`config.mk`:
```
export PLATFORM = sky130hd
export DESIGN_NAME = icache_sa
export DESIGN_NICKNAME = d
export VERILOG_FILES = /design/src/rtl/icache_pkg.sv /design/src/rtl/icache_victim_sel.sv /design/src/rtl/icache_sa.sv
export SDC_FILE = /design/constraint.sdc
export NUM_CORES = 2
export LEC_CHECK = 0
export BUFFER_PORTS_ARGS = -buffer_cell sky130_fd_sc_hd__buf_2
export CAP_MARGIN = 20
export CORE_UTILIZATION = 54
export CTS_BUF_LIST = sky130_fd_sc_hd__clkbuf_4 sky130_fd_sc_hd__clkbuf_8 sky130_fd_sc_hd__clkbuf_16
export DETAILED_ROUTE_END_ITERATION = 7
export PLACE_DENSITY_LB_ADDON = 0.25
export SETUP_SLACK_MARGIN = 0.05
export SYNTH_ARGS = -nofsm -noshare
export SYNTH_HDL_FRONTEND = slang
export SYNTH_HIERARCHICAL = 1
export SYNTH_SLANG_ARGS = --single-unit
```
`constraint.sdc`:
```
create_clock -name Clk -period 8 [get_ports Clk]
set_input_delay 0.4 -clock Clk [delete_from_list [all_inputs] [get_ports Clk]]
set_output_delay 0.4 -clock Clk [all_outputs]
set_load 0.1 [all_outputs]
```
`src/rtl/icache_pkg.sv`:
```
// Shared types and default geometry for the set-associative instruction cache.
package icache_pkg;

    localparam int unsigned DEF_ADDR_W     = 64;
    localparam int unsigned DEF_INST_W     = 32;
    localparam int unsigned DEF_SETS       = 8;
    localparam int unsigned DEF_WAYS       = 2;
    localparam int unsigned DEF_LINE_WORDS = 4;

    localparam int unsigned OFF_W  = $clog2(DEF_INST_W / 8);
    localparam int unsigned WORD_W = $clog2(DEF_LINE_WORDS);
    localparam int unsigned SET_W  = $clog2(DEF_SETS);
    localparam int unsigned TAG_W  = DEF_ADDR_W - OFF_W - WORD_W - SET_W;

    typedef enum logic [1:0] {
        IDLE,
        REQ,
        RECV
    } state_t;

    // Index width that never collapses to zero bits for single-entry dimensions.
    function automatic int unsigned idx_w(input int unsigned n);
        return (n > 1) ? $clog2(n) : 1;
    endfunction

endpackage

```
`src/rtl/icache_victim_sel.sv`:
```
// Replacement choice for one set: lowest invalid way, else the round-robin pointer.
module icache_victim_sel #(
    parameter int unsigned WAYS     = 2,
    parameter int unsigned WAY_BITS = 1
) (
    input  logic [WAYS-1:0]     valid,
    input  logic [WAY_BITS-1:0] rr_ptr,
    output logic [WAY_BITS-1:0] victim
);

    // Descending scan so the lowest-index invalid way wins.
    always_comb begin
        victim = rr_ptr;
        for (int w = int'(WAYS) - 1; w >= 0; w--) begin
            if (!valid[w]) victim = WAY_BITS'(w);
        end
    end

endmodule

```
`src/rtl/icache_sa.sv`:
```
// Blocking set-associative I-cache: combinational hit path, single-line refill FSM.
module icache_sa
    import icache_pkg::*;
#(
    parameter int unsigned ADDR_W     = DEF_ADDR_W,
    parameter int unsigned INST_W     = DEF_INST_W,
    parameter int unsigned SETS       = DEF_SETS,
    parameter int unsigned WAYS       = DEF_WAYS,
    parameter int unsigned LINE_WORDS = DEF_LINE_WORDS
) (
    input  logic              Clk,
    input  logic              Rst,
    input  logic [ADDR_W-1:0] PcIn,
    input  logic              PcValid,
    input  logic              Flush,
    output logic [INST_W-1:0] InstOut,
    output logic              InstValid,
    output logic              CacheMiss,
    output logic              MemReqValid,
    input  logic              MemReqReady,
    output logic [ADDR_W-1:0] MemReqAddr,
    input  logic              MemRspValid,
    input  logic [INST_W-1:0] MemRspData
);

    localparam int unsigned OFF_BITS  = $clog2(INST_W / 8);
    localparam int unsigned WORD_BITS = $clog2(LINE_WORDS);
    localparam int unsigned SET_BITS  = $clog2(SETS);
    localparam int unsigned LINE_SH   = OFF_BITS + WORD_BITS;
    localparam int unsigned TAG_SH    = LINE_SH + SET_BITS;
    localparam int unsigned TAG_BITS  = ADDR_W - TAG_SH;
    localparam int unsigned WI_BITS   = idx_w(LINE_WORDS);
    localparam int unsigned WAY_BITS  = idx_w(WAYS);

    state_t state, state_nxt;

    logic [INST_W-1:0]   data_q  [SETS][WAYS][LINE_WORDS];
    logic [TAG_BITS-1:0] tag_q   [SETS][WAYS];
    logic [WAYS-1:0]     valid_q [SETS];
    logic [WAY_BITS-1:0] rr_q    [SETS];

    logic [ADDR_W-1:0]   line_q;
    logic [SET_BITS-1:0] set_q;
    logic [WAY_BITS-1:0] victim_q;
    logic [WI_BITS-1:0]  beat_q;
    logic                discard_q;
    logic                req_q;

    logic [WI_BITS-1:0]  pc_word;
    logic [SET_BITS-1:0] pc_set;
    logic [TAG_BITS-1:0] pc_tag;
    logic [TAG_BITS-1:0] line_tag;
    logic [WAY_BITS-1:0] victim_c;
    logic [WAY_BITS-1:0] hit_way;
    logic [WAY_BITS-1:0] rr_nxt;
    logic                hit_any;
    logic                hit_c;
    logic                beat_c;
    logic                last_beat;

    assign pc_word  = WI_BITS'((PcIn >> OFF_BITS) & ADDR_W'(LINE_WORDS - 1));
    assign pc_set   = SET_BITS'(PcIn >> LINE_SH);
    assign pc_tag   = TAG_BITS'(PcIn >> TAG_SH);
    assign line_tag = TAG_BITS'(line_q >> TAG_SH);
    assign rr_nxt   = WAY_BITS'((32'(victim_q) + 32'd1) % WAYS);

    icache_victim_sel #(
        .WAYS     (WAYS),
        .WAY_BITS (WAY_BITS)
    ) u_victim_sel (
        .valid  (valid_q[pc_set]),
        .rr_ptr (rr_q[pc_set]),
        .victim (victim_c)
    );

    // Tag compare across the ways of the addressed set.
    always_comb begin
        hit_any = 1'b0;
        hit_way = '0;
        for (int unsigned w = 0; w < WAYS; w++) begin
            if (valid_q[pc_set][w] && (tag_q[pc_set][w] == pc_tag)) begin
                hit_any = 1'b1;
                hit_way = WAY_BITS'(w);
            end
        end
    end

    assign hit_c       = PcValid && hit_any && (state == IDLE) && !Flush;
    assign InstValid   = hit_c;
    assign InstOut     = hit_c ? data_q[pc_set][hit_way][pc_word] : '0;
    assign CacheMiss   = (PcValid && !hit_c) || (state != IDLE);
    assign MemReqValid = req_q;
    assign MemReqAddr  = line_q;

    assign beat_c    = (state == RECV) && MemRspValid;
    assign last_beat = beat_c && (beat_q == WI_BITS'(LINE_WORDS - 1));

    always_comb begin
        state_nxt = state;
        unique case (state)
            IDLE:    if (PcValid && !hit_any && !Flush) state_nxt = REQ;
            REQ:     if (MemReqReady) state_nxt = RECV;
            RECV:    if (last_beat) state_nxt = IDLE;
            default: state_nxt = IDLE;
        endcase
    end

    always_ff @(posedge Clk) begin
        if (!Rst) state <= IDLE;
        else      state <= state_nxt;
    end

    // Refill bookkeeping: latch the missing line, count beats, remember flushes.
    always_ff @(posedge Clk) begin
        if (!Rst) begin
            req_q     <= 1'b0;
            line_q    <= '0;
            set_q     <= '0;
            victim_q  <= '0;
            beat_q    <= '0;
            discard_q <= 1'b0;
        end else begin
            req_q <= (state_nxt == REQ);
            if ((state == IDLE) && (state_nxt == REQ)) begin
                line_q    <= (PcIn >> LINE_SH) << LINE_SH;
                set_q     <= pc_set;
                victim_q  <= victim_c;
                beat_q    <= '0;
                discard_q <= 1'b0;
            end else if (Flush) begin
                discard_q <= 1'b1;
            end
            if (beat_c) beat_q <= last_beat ? '0 : beat_q + WI_BITS'(1);
        end
    end

    // Flush beats a completing refill, so a coincident last beat is discarded.
    always_ff @(posedge Clk) begin
        if (!Rst) begin
            for (int unsigned s = 0; s < SETS; s++) begin
                valid_q[s] <= '0;
                rr_q[s]    <= '0;
            end
        end else begin
            if (Flush) begin
                for (int unsigned s = 0; s < SETS; s++) valid_q[s] <= '0;
            end else if (last_beat && !discard_q) begin
                valid_q[set_q][victim_q] <= 1'b1;
            end
            if (last_beat) rr_q[set_q] <= rr_nxt;
        end
    end

    always_ff @(posedge Clk) begin
        if (Rst && beat_c) data_q[set_q][victim_q][beat_q] <= MemRspData;
        if (Rst && last_beat) tag_q[set_q][victim_q] <= line_tag;
    end

endmodule

```
After elaboration in Yosys (flattened, before gate mapping) --
Memory sizes are Yosys's and may differ from the RTL's. Cells that the tools add are included.
Storage, ports and cells: RAM bits 2984, output and inout port bits 99, flip-flop bits (word level) 70, memories 4, word-level logic and storage cells 124, input bits 102
Cells by class: equal/unequal tests 6, $add $sub $neg 2, order comparisons 8, reduce and logical (&&, ||, !) cells 28, bitwise logic cells 13, multiplexer cells 56
Memory list:
- data_q | depth 8, width 256, read ports 1, clocked after memory_dff 0, wr ports 1, line icache_sa.sv:37 | logic [INST_W-1:0] data_q [SETS][WAYS][LINE_WORDS];
- tag_q | depth 8, width 114, read ports 1, clocked after memory_dff 0, wr ports 1, line icache_sa.sv:38 | logic [TAG_BITS-1:0] tag_q [SETS][WAYS];
- valid_q | depth 8, width 2, read ports 1, clocked after memory_dff 0, wr ports 8, line icache_sa.sv:39 | logic [WAYS-1:0] valid_q [SETS];
- rr_q | depth 8, width 1, read ports 1, clocked after memory_dff 0, wr ports 8, line icache_sa.sv:40 | logic [WAY_BITS-1:0] rr_q [SETS];
Operators with widths (count):
- 128-bit 2-to-1 mux | 4
- 256-bit 2-to-1 mux | 1
- 128-bit demux with 1-bit select | 1
- 32-bit 2-to-1 mux | 4
- 57-bit equality test | 2
- 114-bit 2-to-1 mux | 1
- 32-bit binary-select mux with 2-bit select | 1
- 32-bit demux with 2-bit select | 1
- 57-bit demux with 1-bit select | 1
- 57-bit 2-to-1 mux | 1
- 2-bit 2-to-1 mux | 17
- 1-bit 2-to-1 mux | 20
- 1-bit logical AND | 17
- 1-bit bitwise OR | 8
- 3-bit >= comparator (second input constant) | 2
- 3-bit 2-to-1 mux | 2
- 2-bit inverter with 3-bit output | 2
- 2-bit one-hot mux with 3 select lines | 1
- 2-bit by 1-bit equality test with 1-bit output (second input constant) | 2
- 2-bit equality test (second input constant) | 2
- 2-bit >= comparator (second input constant) | 2
- 1-bit zero test | 4
- 1-bit inverter with 2-bit output | 2
- 2-bit nonzero test | 2
- other kinds (12) | 13

Depth between registers and ports, before layout --
An unclocked memory read counts as a cell.
word-level depth 14, mapped depth 17, depth with buffers taken out 9

Modules after synthesis --
Netlist, hierarchy kept.
Modules (own cells, without submodules):
- icache_sa | area each 117550.2 sq um, cells each 5135, sequential area each 90707.0 sq um, instances 1
- icache_victim_sel | area each 11.3 sq um, cells each 2, sequential area each 0.0 sq um, instances 1

Worst setup path after synthesis --
Ideal clock, no wire load.
path kind register to register, start reg set_q[1], end mem tag_q[2][100] (netlist name) (enable), required time 7.454 ns, setup time 0.546 ns, stages on the path, launching flop included 4, path slack 2.171 ns, path buffers 1, arrival 5.283 ns, clock period less this slack 5.829 ns, cell sequence dfxtp_1 -> clkbuf_1 -> nand2_1 -> nor3_1
RTL lines:
- from (decl) | line icache_sa.sv:43 | logic [SET_BITS-1:0] set_q;
- from (signal assigned) | line icache_sa.sv:126 | set_q <= pc_set;
- to (decl) | line icache_sa.sv:38
No word-level cell before the write port.

Worst setup path after layout --
start mem tag_q[7][13] (netlist name), end out InstOut[20]
Between the ends: longest elaborated chain between the ends 12, elaborated cells between the ends (all ways) 16, those cells by class eq/ne (1); mux (9); bitwise (1); reduce/logical (4); memory (1)
RTL lines:
- memory read 8 x 114 bit (*)
- 57-bit equality test (*) | line icache_sa.sv:81 | if (valid_q[pc_set][w] && (tag_q[pc_set][w] == pc_tag)) begin
- 1-bit logical AND (*) | line icache_sa.sv:81
- 1-bit 2-to-1 mux | line icache_sa.sv:81
- 1-bit inverter with 2-bit output (not written as such) | line icache_sa.sv:90 | assign InstOut = hit_c ? data_q[pc_set][hit_way][pc_word] : '0;
- 128-bit 2-to-1 mux (not written as such) (3 in series) | line icache_sa.sv:90
- 32-bit binary-select mux with 2-bit select | line icache_sa.sv:90
- 32-bit 2-to-1 mux (not written as such) (2 in series) | line icache_sa.sv:90
- 32-bit 2-to-1 mux (*) | line icache_sa.sv:90
- to (decl) | line icache_sa.sv:16 | output logic [INST_W-1:0] InstOut,
Every way passes the cells marked *; elsewhere a longest branch is shown, timed or not. The select of a mux whose other input is x is not followed.

==> results.yml <==
die:
  core_area_um2: 215000
  die_w_um: 469
  pin_count: 201
  row_count: 170
  die_area_um2: 220000
  die_y_um: 469
  start_util: 0.546
cts:
  clkSlewWorstSetupHoldPaths_ps: 60
  clock-sinks: 3051
  htreeDepth: 5
  cts_tree: "done"
  cts_buffer_depth: 4
  cts_root_buf: "clkbuf_16"
  post_cts_resized: 0
  cts_made_buffers: 317
  clk-insertion-delay-late_ps: 950
status:
  status: "finished clean"
synthesis:
  syn_area_um2: 118000
  yosys_warnings: 6
  ys_async_sr_fraction: 0
  ys_seq_elements: 3051
  synth.avg_cell_area_um2: 22.9
  yosysSeqAreaShare: 0.772
  synth-main-ff-cell: "edfxtp_1"
  ys_types: 51
  synthCells: 5137
  synth_edf_count: 2960
critical_path:
  path_depth: 10
  end_kind: "output port"
  rr_endpoint: "MemReqAddr[9]$_SDFFE_PN0P_"
  worstSetupPathType: "flop to output port"
  timing.rr.start: "tag_q[5][111]$_DFFE_PP_"
  cp.arrival_ps: 6580
  cp_max_fo: 34
  startpoint_type: "flop"
  crit_family: "simple AND/OR/NAND/NOR gates"
  cp_common_cell: "nor4_1"
  rr_worst_depth: 11
  slowest_delay_ps: 1100
  critPathBufInv: 1
  startpoint: "tag_q[7][13]$_DFFE_PP_"
  endpoint: "InstOut[20]"
  crit_chain: "mux4_2 > mux2i_1 > xnor2_1 > nor4_1 > nand4_1 > nor4_1 > or4b_2 > a21oi_4 > o21a_1 > buf_2"
  crit_required_ps: 7600
  crit_slowest_cell: "or4b_2"
  regToRegSetupSlack_ps: 2740
route:
  wire_per_inst_um: 32.7
  drt_wl_total_um: 287000
  num_vias: 55900
  vias_per_cell: 6.38
  first_pass_iters: 5
  drc: 0
  ant_nets: 0
  drtIter0Drc: 7008
power:
  p_sw_frac: 0.208
  internal-power_mw: 26.6
  switchingPower_mw: 6.99
  p_leak_nw: 43.3
  vdd_drop_max_v: 0.000238
  seq_power_share: 0.524
  clockPowerShare: 0.425
  power.share.combinational: 0.051
  power_density_nw_per_um2: 250
placed_design:
  place_area_um2: 123000
  post-dp-hpwl_um: 153000
  pre_cts_ws_ps: 1360
  place_congestion: 0.856
  io_buffers: 194
sta:
  slew_headroom: 0.218
  rsz0062_at_grt: "false"
  finalWorstSetupSlack_ps: 1020
  fin_hold_ws_ps: 74.7
  finalHoldViolations: 0
  setup_tns_ps: 0
  max_freq_ghz: 0.143
  period_minus_slack_ps: 6980
  tightest_slew_ps: 1170
  skew_ps: 60.4
  period_share: 0.872
  setup_viol: 0
  drv_slew: 0
layout:
  utilization: 0.623
  final_area_um2: 134000
  drive_above_1_share: 0.307
  nets: 5776
  area_delta_synth_final_pct: 14.2
worst_hold_path:
  min_path_type: "primary input to flop"
global_route:
  grt_overflow: 0
  grt_pass1_wl_um: 404000
  grt_pass1_vias: 56200
  grt_util_all_layers: 0.262
  grt_max_degree: 113
  antenna_found_initial: 32
flow_run:
  drv_cap: 0
==> kinds of logic after synthesis <==
| family | Yosys count | share of synthesized area |
|---|---|---|
| AOI/OAI and AO/OA | 177 | 0.0103 |
| buffers and inverters | 289 | 0.0123 |
| xor gates and xnor gates | 110 | 0.00820 |
| and+or+nand+nor | 440 | 0.0173 |
| muxes | 1065 | 0.180 |
| other | 1 | 0.0000319 |
| DFF | 3051 | 0.772 |
| adders and majority gates | 4 | 0.000426 |
==> power by group through the flow <==
stage / combinational [mW] / sequential, mW / clock (mW)
floorplan: 0.880 / 18.0 / 0
global placement: 1.62 / 17.9 / 0
detailed placement: 1.64 / 17.9 / 0
CTS: 1.69 / 17.6 / 14.5
global route: 1.77 / 17.6 / 15.0
finish: 1.70 / 17.6 / 14.3
==> worst min-delay path by stage <==
stage                               start                  endpoint  slack, ps  cells after the start
floorplan           valid_q[2][1]$_DFF_P_     valid_q[2][1]$_DFF_P_        440                      1
global placement    valid_q[7][0]$_DFF_P_     valid_q[7][0]$_DFF_P_        460                      1
detailed placement  valid_q[4][1]$_DFF_P_     valid_q[4][1]$_DFF_P_        460                      1
CTS                        MemRspData[13]   data_q[4][45]$_DFFE_PP_         20                      1
global route                MemRspData[6]  data_q[0][102]$_DFFE_PP_         60                      1
finish                     MemRspData[13]  data_q[0][237]$_DFFE_PP_         70                      1
==> worst register-to-register path, cell delays in order, from the launching register on <==
cell           delay, ps
edfxtp_1             380
mux4_2               460
mux2i_1              310
xor2_1               640
nand4_1              260
nor4_1               540
nand4_1              500
nor3b_2              370
buf_4                300
buf_4                490
mux2i_1              270
dlygate4sd3_1        610
==> metal layers <==
metal	global-route usage	wire length (um)	share of wire
met1	0.360	111000	0.39
met2	0.419	139000	0.49
met3	0.0624	27100	0.095
met4	0.0827	9270	0.032
met5	0	224	0.00078
==> cell type report <==
| cell class | count | area [um^2] |
|---|---|---|
| inverter | 4 | 15.0 |
| fill | 14300 | 81300 |
| clock inverter | 153 | 1320 |
| timing repair buffer | 496 | 3820 |
| antenna | 13 | 32.5 |
| clock buffer | 404 | 8750 |
| multi-input combinational | 1800 | 26000 |
| tap | 2838 | 3550 |
| sequential | 3051 | 90700 |
==> sequential cells by signal (all words and copies together) (netlist names) <==
name,count
MemReqAddr,58
MemReqValid,1
beat_q,2
data_q,2048
discard_q,1
rr_q,8
set_q,2
state,2
tag_q,912
valid_q,16
victim_q,1
==> Yosys cell counts, drive strengths merged (2+ instances only) <==
cell type | instances | area (um^2)
edfxtp | 2960 | 88900
mux4 | 838 | 18900
mux2i | 224 | 2240
nand2 | 211 | 792
buf | 184 | 1060
clkbuf | 101 | 379
dfxtp | 91 | 1820
nor2 | 87 | 329
xor2 | 80 | 701
a21oi | 70 | 362
nand2b | 70 | 438
o21a | 34 | 255
xnor2 | 30 | 263
nand4 | 27 | 169
a22o | 26 | 228
a22oi | 14 | 105
nor4 | 11 | 68.8
a221oi | 10 | 87.6
nand3b | 8 | 60.1
o211ai | 8 | 60.1
nand3 | 7 | 35.0
o31ai | 7 | 52.6
ha | 4 | 50.1
inv | 4 | 15.0
and3 | 3 | 18.8
mux2 | 3 | 33.8
nor2b | 3 | 18.8
nor3b | 3 | 22.5
o21ai | 3 | 15.0
a21boi | 2 | 15.0
nor3 | 2 | 10.0
==> through the flow <==
stage,power (mW),cells
6_report,33.6,8759
5_1_grt,34.4,8753
4_1_cts,33.7,8725
3_5_place_dp,19.6,8067
3_3_place_gp,19.6,8065
2_1_floorplan,18.9,5140
==> timing repair <==
item | in CTS | in global routing
hold endpoints to repair | 59 | 148
hold buffers | 101 | 7
setup buffers | 0 | 0
==> placed cells by master, fill, tap and decap left out, drive strengths merged, types with 14 or more instances in the layout <==
cell type	n
clkbuf	405
a21oi	70
mux4	838
mux2i	224
nor2	87
xor2	80
o21a	34
nand4	27
a22oi	14
nand2b	70
nand2	211
buf	387
a22o	26
clkinv	115
dlygate4sd3	108
edfxtp	2960
bufinv	22
xnor2	30
dfxtp	91
Power figures use the tool's default switching activity.
